### src/rtl/instr_queue.sv
// Circular FIFO of {pc, ir} pairs between fetch and decode/dispatch.
// Head entry is presented combinationally; status flags come from the registered count only.
module instr_queue #(
   parameter  int DEPTH = 8,
   localparam int PTR_W = $clog2(DEPTH)
) (
   input  logic             clk,
   input  logic             rst,
   input  logic             flush,
   input  logic             enq,
   input  logic [15:0]      ir_in,
   input  logic [15:0]      pc_in,
   input  logic             deq,
   output logic [15:0]      ir_out,
   output logic [15:0]      pc_out,
   output logic             valid_out,
   output logic             empty,
   output logic             full,
   output logic             stall_fetch,
   output logic [PTR_W:0]   count
);

   logic [31:0]      mem [DEPTH];
   logic [PTR_W-1:0] head;
   logic [PTR_W-1:0] tail;
   logic             do_enq;
   logic             do_deq;

   always_comb begin
      empty       = (count == '0);
      full        = (count == (PTR_W+1)'(DEPTH));
      valid_out   = ~empty;
      stall_fetch = full;
      do_deq      = deq & ~empty;
      // A full queue still accepts a write when the head leaves in the same cycle.
      do_enq      = enq & (~full | do_deq);
      {pc_out, ir_out} = mem[head];
   end

   always_ff @(posedge clk) begin
      if (rst || flush) begin
         head  <= '0;
         tail  <= '0;
         count <= '0;
      end else begin
         if (do_enq)
            tail <= tail + PTR_W'(1);
         if (do_deq)
            head <= head + PTR_W'(1);
         count <= count + (PTR_W+1)'(do_enq) - (PTR_W+1)'(do_deq);
      end
   end

   // Storage is not reset; contents are only observable through the head when count > 0.
   always_ff @(posedge clk) begin
      if (!rst && !flush && do_enq)
         mem[tail] <= {pc_in, ir_in};
   end

endmodule

### config.mk
export PLATFORM = sky130hd
export DESIGN_NAME = instr_queue
export DESIGN_NICKNAME = d
export VERILOG_FILES = /design/src/rtl/instr_queue.sv
export SDC_FILE = /design/constraint.sdc
export NUM_CORES = 1
export LEC_CHECK = 0
export CAP_MARGIN = 15
export CORE_MARGIN = 2
export CORE_UTILIZATION = 50
export DETAILED_ROUTE_END_ITERATION = 6
export PLACE_DENSITY_LB_ADDON = 0.25
export SKIP_LAST_GASP = 1
export SYNTH_ARGS = -nofsm -noshare
export SYNTH_HDL_FRONTEND = slang
export SYNTH_SLANG_ARGS = --single-unit
### constraint.sdc
create_clock -name clk -period 7.1 [get_ports clk]
set_clock_uncertainty 0.2 [all_clocks]
set_input_delay 1.42 -clock clk [delete_from_list [all_inputs] [get_ports clk]]
set_output_delay 1.42 -clock clk [all_outputs]
set_load 0.02 [all_outputs]
Yosys cells after proc, flatten, opt, wreduce, memory -nomap -nowiden
Memories as Yosys holds them, arrays and structs flattened. A register that Yosys moved wholly into a read port is not among the register bits. Index checks and enable logic that the tools add are counted.

Register bits: 10. RAM bits: 256. Bits of input ports: 37. Output and inout bits: 40. Logic and storage cells: 24. Memories: 1.

Add/sub/neg operators: 4. Eq/ne operators: 1. Mux-type cells: 4. Bitwise logic cells: 5. Reductions and logical operators: 6.

Memory list: mem (depth 8, bits a word 32, read ports 1, clocked after memory_dff 1, wr ports 1, RTL line 23) `logic [31:0] mem [DEPTH];`.

Operators with widths (number): adder 3 x 1 -> 3 bit, second input constant (2); two-way mux 3 bit (2); adder 4 x 1 -> 4 bit (1); == test 4 bit, second input constant (1); logical NOT 4 bit (1); subtractor 4 x 1 -> 4 bit (1); bitwise AND 1 bit (2); logical AND 1 bit (2); logical NOT 1 bit (2); two-way mux 1 bit (2); inverter 1 bit (2); logical OR 1 bit (1); bitwise OR 1 bit (1).

Depth between registers and ports, before layout
Gate-level depths: netlist of the first run.

Depth in word-level cells: 8. Mapped depth: 11. Gate-level depth less buffers: 11.

Worst setup path before layout of the first run
Ideal clock, no wire load.

Kind: input to register. Start point: in flush. End point: mem mem[0][0] (enable). Setup time: 0.502 ns. Arrival time: 5.040 ns. Data required time: 6.398 ns. Slack: 1.359 ns. Stages on the path: 3. Buffers on the path: 0. Path through: nor2_1 > o211ai_1 > nor4_1.

Word-level cells in the longest chain between the ends: 5.

RTL lines: from (decl) (RTL line 9) `input logic flush,`; logical NOT 1 bit (RTL line 56) `if (!rst && !flush && do_enq)`; logical AND 1 bit (2 in a row) (RTL line 56); two-way mux 1 bit (RTL line 56); two-way mux 1 bit (implied by the code) (RTL line 57) `mem[tail] <= {pc_in, ir_in};`; to (decl) (RTL line 23).

Every way passes these cells.

==> results of run 1 <==
==> flip-flops by register name, summed over array words and instances, names as in the netlist, named ones only <==
| signal | count |
|---|---|
| mem | 256 |
| count | 4 |
| tail | 3 |
| head | 3 |
==> metrics by stage <==
step | hold slack [ns] | instances | setup slack [ns] | utilization (%) | cell area, µm²
global route | 0.327 | 840 | 1.90 | 60.9 | 12400
detailed placement | 0.276 | 788 | 2.57 | 56.6 | 11600
floorplan | 0.255 | 453 | 1.36 | - | 10500
finish | 0.294 | 840 | 2.08 | 60.9 | 12400
global placement | 0.260 | 788 | 2.60 | 56.6 | 11600
CTS | 0.293 | 837 | 2.02 | 60.6 | 12400
==> cell type report <==
cell class,instances,share of cell area (%)
multi-input cells,154,19.3
repair buffers,89,7.20
flip-flops and latches,269,63.9
inverters,9,0.271
well taps,270,2.71
clock inverters,17,1.05
clock buffers,32,5.58
==> cell usage after synthesis (all sizes together) <==
| master | n | area share (%) |
|---|---|---|
| o21a | 1 | 0.072 |
| o31ai | 1 | 0.072 |
| o2111ai | 1 | 0.084 |
| mux2i | 3 | 0.29 |
| and2 | 1 | 0.060 |
| xor2 | 1 | 0.084 |
| or4 | 1 | 0.072 |
| clkbuf | 3 | 0.11 |
| a21o | 1 | 0.072 |
| mux4 | 64 | 15 |
| nand2b | 2 | 0.12 |
| ha | 7 | 0.84 |
| or3 | 4 | 0.24 |
| nand2 | 7 | 0.25 |
| nand3 | 1 | 0.048 |
| o22ai | 1 | 0.060 |
| o211ai | 3 | 0.21 |
| dfxtp | 13 | 2.5 |
| inv | 9 | 0.32 |
| nor4 | 1 | 0.060 |
| nor2 | 6 | 0.21 |
| mux2 | 32 | 3.4 |
| or3b | 2 | 0.17 |
| a21oi | 5 | 0.24 |
| nor3 | 4 | 0.19 |
| fa | 1 | 0.19 |
| edfxtp | 256 | 73 |
| or2 | 1 | 0.060 |
| buf | 18 | 1.3 |
| o21ai | 2 | 0.096 |
| nor2b | 1 | 0.060 |
==> where the power goes <==
part           switching, W  internal (W)
Combinational     0.0000892     0.0000940
Sequential        0.0000134       0.00175
Clock              0.000544      0.000767
==> final timing paths <==
| kind | endpoint | slack, ns | from |
|---|---|---|---|
| setup / recovery | pc_out[5] | 2.08 | flop |
| hold / removal | flop | 0.29 | head[1] |
| setup reg to reg | mem[5][11] | 4.36 | count[2] |
| hold reg to reg | flop | 0.29 | head[1] |
==> routing by layer <==
metal,vias to the layer above,share of wire [%],wire [µm],global-route usage (%)
met5,-,0,0,0
met1,2501,43,8130,24.8
met2,149,49,9310,28.7
met4,0,1.7,320,4.95
met3,19,5.9,1120,3.21
li1,2119,-,-,-
==> kinds of logic (layout without fill, tap and decap cells) <==
| logic type | count (synthesis) | count (layout) | share of synthesized area (%) |
|---|---|---|---|
| buffers and inverters | 30 | 147 | 1.70 |
| and+or+nand+nor | 31 | 31 | 1.54 |
| muxes | 99 | 99 | 18.9 |
| DFF | 269 | 269 | 75.8 |
| adders and majority gates | 8 | 8 | 1.03 |
| xor gates and xnor gates | 1 | 1 | 0.0836 |
| AOI/OAI and AO/OA | 15 | 15 | 0.907 |
==> critical path: stages, from the launching register on <==
cell and delay, ns:
sky130_fd_sc_hd__dfxtp_4 0.88, sky130_fd_sc_hd__buf_4 0.49, sky130_fd_sc_hd__mux4_1 0.62, sky130_fd_sc_hd__mux2_2 0.27, sky130_fd_sc_hd__clkdlybuf4s50_1 0.54
==> results.cfg, run 1 <==
[layout]
areaGrowthSynthToFinish_pct = 18.8
area_of_the_multi_input_gates_um2 = 2400
filler_cell_count = 1465
final_stage_net_count = 595
layout_commonest_cell = sky130_fd_sc_hd__edfxtp_1
antenna_cells = 0
regArea_um2 = 7950
final_cell_mix = 256 x sky130_fd_sc_hd__edfxtp_1, 76 x sky130_fd_sc_hd__clkdlybuf4s50_1, 40 x sky130_fd_sc_hd__mux4_1
ratio_of_cells_with_drive_above_1_in_the_final_layout_pct = 21.1

[logic_synthesis]
syn_avg_cell_area_um2 = 23.1
syn-num-nets = 498
warning_count_from_the_yosys_run = 0
synth_area_um2 = 10500
flip_flop_and_latch_count_after_synthesis = 269
post_synth_num_cell_types = 35
yosysSeqAreaShare_pct = 75.8
cells_after_synth = 453

[cts]
worst_skew_pair.late_latency_ns = 0.52
htree_levels = 1
cts_max_path_buffers = 3
cts_root_buf = sky130_fd_sc_hd__clkbuf_16
cts.repair_timing.setup_buffer_count = 0
cts_num_sinks = 269
tritoncts.num_buffers = 27
clkSlewWorstSetupHoldPaths_ns = 0.06
cts_repair_resize_count = 0
tritoncts = built
holdBufCountCts = 0

[power]
p_leak_nw = 3.94
powerDensity_nw_per_um2 = 262
total_power_w = 0.00326
ir_worst_vdd_uv = 215

[global_route]
grt_pass1_vias = 5104
track_usage_pct = 17.6
grt_antenna_before_repair = 0
globalRoute.totalOverflow = 0
wire_length_of_the_first_global_routing_pass_um = 29200
grt_max_degree = 65

[route]
detail_route.wirelength_um = 18900
via_per_inst = 5.70
via_count = 4788
drt_drc_violations_left = 0
drtIter0Drc = 310
avgRoutedWirePerCell_um = 22.5
route.antenna.remaining_nets = 0
detailedRoute.firstPassIterationCount = 4

[critical_path]
path_class = reg -> out
critPathCaptureType = primary output
worstRegToRegCells = 6
element_type_at_the_critical_path_start = flop
critPathRequiredTime_ns = 5.48
worstPathArrival_ns = 3.40
timing.critical_path.fanout_max = 46

[worst_hold_path]
hold_path_depth = 2
holdCritPathClass = reg -> reg

[floorplanning]
fp.coreArea_um2 = 20400
num_io_pins = 77
initial_utilization_pct = 51.3
design.die.area_um2 = 22100
floorplan.die.height_um = 149
die_width_um = 149
fp-row-count = 52

[placed_design]
hpwlAfterDp_um = 10400
port_buffers = 76
gp_congestion = 0.761

[timing]
rsz0062_at_grt = false
achievable-frequency_ghz = 0.199
tightest_slew_ns = 1.02
setup_tns_ns = 0
maxSlewHeadroom_pct = 31.8
setup_viol_count_final = 0
timing.final.max_slew_violations = 0
timing.final.crit_share_pct = 70.7
finalHoldViolCount = 0
finalCriticalPeriod_ns = 5.02

[flow_run]
drv_cap = 0

[status]
outcome = completed
Power figures use the tool's default switching activity.
==> run 2, diff against run 1 <==
clock period = 4.6 ns   (was 7.1 ns; I/O delays follow)
==> run 2 against run 1 <==
  * Register-to-register slack worse by 2.6 ns
  * Count of clock-buffer cells in the layout is 2 higher
  * Non-clock buffer count is 4 higher
  * Setup slack got worse by 1.6 ns
  * Largest power group unchanged
  * Via count is 0.13% lower
  * Highest routed layer unchanged
  * Global-route usage is 0.079 points higher
  * Power up 53%
  * First-iteration DRC count grew 24%
  * Cell count rose by 0.36%
==> results.cfg, run 2 (synthesized netlist as in run 1, its figures left out) <==
[placed_design]
detailed_place.area_um2 = 11700
hpwlAfterDp_um = 10600
pre_cts_ws_ns = 0.903
gp_congestion = 0.794
dp.cells = 795
port_buffers = 76

[timing]
maxSlewHeadroom_pct = 33.2
tightest_slew_ns = 1.00
finalHoldViolCount = 0
setup_viol_count_final = 0
setup_tns_ns = 0
timing.final.max_slew_violations = 0
fin_ws_ns = 0.489
finalCriticalPeriod_ns = 4.11
rsz0062_at_grt = false
timing.final.crit_share_pct = 89.4
achievable-frequency_ghz = 0.243

[cts]
clkSlewWorstSetupHoldPaths_ns = 0.06
tritoncts = built
holdBufCountCts = 0
cts_repair_resize_count = 0
cts_num_sinks = 269
cts_root_buf = sky130_fd_sc_hd__clkbuf_16
cts_max_path_buffers = 3
tritoncts.num_buffers = 27
worst_skew_pair.late_latency_ns = 0.52
htree_levels = 1
cts.repair_timing.setup_buffer_count = 0

[flow_run]
drv_cap = 0

[global_route]
track_usage_pct = 17.7
globalRoute.totalOverflow = 0
grt_max_degree = 65
grt_antenna_before_repair = 0
wire_length_of_the_first_global_routing_pass_um = 29200
grt_pass1_vias = 5006

[layout]
finish.cell_count_without_fillers = 843
final_cell_area_um2 = 12500
largest_reg_flops = 256
largest_register = mem
antenna_cells = 0
final_cell_mix = 256 x sky130_fd_sc_hd__edfxtp_1, 76 x sky130_fd_sc_hd__clkdlybuf4s50_1, 40 x sky130_fd_sc_hd__mux4_1
largest_registers = mem: 256 flops, count: 4 flops
ratio_of_cells_with_drive_above_1_in_the_final_layout_pct = 21.6
areaGrowthSynthToFinish_pct = 18.9
final_stage_net_count = 599
layout_commonest_cell = sky130_fd_sc_hd__edfxtp_1

[route]
route.antenna.remaining_nets = 0
avgRoutedWirePerCell_um = 22.6
drtIter0Drc = 384
via_count = 4782
via_per_inst = 5.67
detail_route.wirelength_um = 19000
detailedRoute.firstPassIterationCount = 7
drt_drc_violations_left = 0

[critical_path]
path_class = reg -> out
critical_path.max_stage_delay_ns = 0.67
timing.critical_path.fanout_max = 28
worstPathArrival_ns = 2.99
element_type_at_the_critical_path_start = flop
worst-path-buf-inv = 2
crit_family = buffers and inverters
critPathRequiredTime_ns = 3.48
timing.critical_path.slowest_stage_cell = sky130_fd_sc_hd__dfxtp_4
critPathCaptureType = primary output
path_cells = buf_4 > mux4_1 > mux2_2 > clkdlybuf4s50_1

[power]
p_leak_nw = 3.96
powerDensity_nw_per_um2 = 400
ir_worst_vdd_uv = 245

[floorplanning]
floorplan.die.height_um = 149
die_width_um = 149
fp.coreArea_um2 = 20400
fp-row-count = 52
num_io_pins = 77
initial_utilization_pct = 51.3
design.die.area_um2 = 22100

[worst_hold_path]
holdCritPathClass = reg -> reg

[status]
outcome = completed
==> run 2: cell types whose count changed in the layout (fill, tap and decap cells not counted), sizes merged <==
cell,change
clkbuf,+2
buf,+4
bufinv,-1
clkinv,-2
==> run 2: tightest hold or removal path, stage by stage, from the launching register on <==
cell	delay, ns
sky130_fd_sc_hd__dfxtp_1	0.31
sky130_fd_sc_hd__o31ai_1	0.06
sky130_fd_sc_hd__a21oi_1	0.08
==> run 2: final cells by class <==
class	instances	area [µm²]
Clock buffer	34	702
Timing Repair Buffer	93	926
Clock inverter	14	100
Inverter	9	33.8
Fill cell	1432	7960
Multi-Input combinational cell	154	2410
Tap cell	270	338
Sequential cell	269	7950
==> run 2: power by group <==
| part | internal (W) | switching (W) | total [W] |
|---|---|---|---|
| clock network | 0.00114 | 0.000846 | 0.00198 |
| logic | 0.000147 | 0.000142 | 0.000289 |
| registers | 0.00270 | 0.0000154 | 0.00271 |
| total | 0.00398 | 0.00100 | 0.00499 |
==> run 2: path summary, 6_finish.rpt <==
kind         cells after the start  startpoint    endpoint  slack, ns
max                              4        flop   ir_out[7]       0.49
min reg2reg                      2     head[2]        flop       0.29
max reg2reg                      6    count[2]  mem[3][26]       1.77
min                              2     head[2]        flop       0.29
==> run 2: through the flow <==
step / utilization (%) / total power [W] / hold slack (ns)
after global routing: 61.0 / 0.00514 / 0.337
after CTS: 61.0 / 0.00503 / 0.294
final: 61.0 / 0.00499 / 0.288
after detailed placement: 57.1 / 0.00306 / 0.288
after global placement: 57.1 / 0.00305 / 0.265
after floorplan: - / 0.00292 / 0.255
==> run 2: routing by layer <==
layer / track usage, % / part of all wire [%] / up-vias
met1: 24.3 / 43 / 2515
li1: - / - / 2133
met4: 4.19 / 1.3 / 0
met2: 30.0 / 51 / 111
met3: 3.18 / 4.9 / 23
met5: 0 / 0 / -
==> run 3, diff against run 2 <==
CAP_MARGIN = 20   (was 15)
CTS_CLUSTER_SIZE = 25   (was unset)
==> results of run 3 <==
No change in the layout: final DEF, timing and power equal those of run 2.
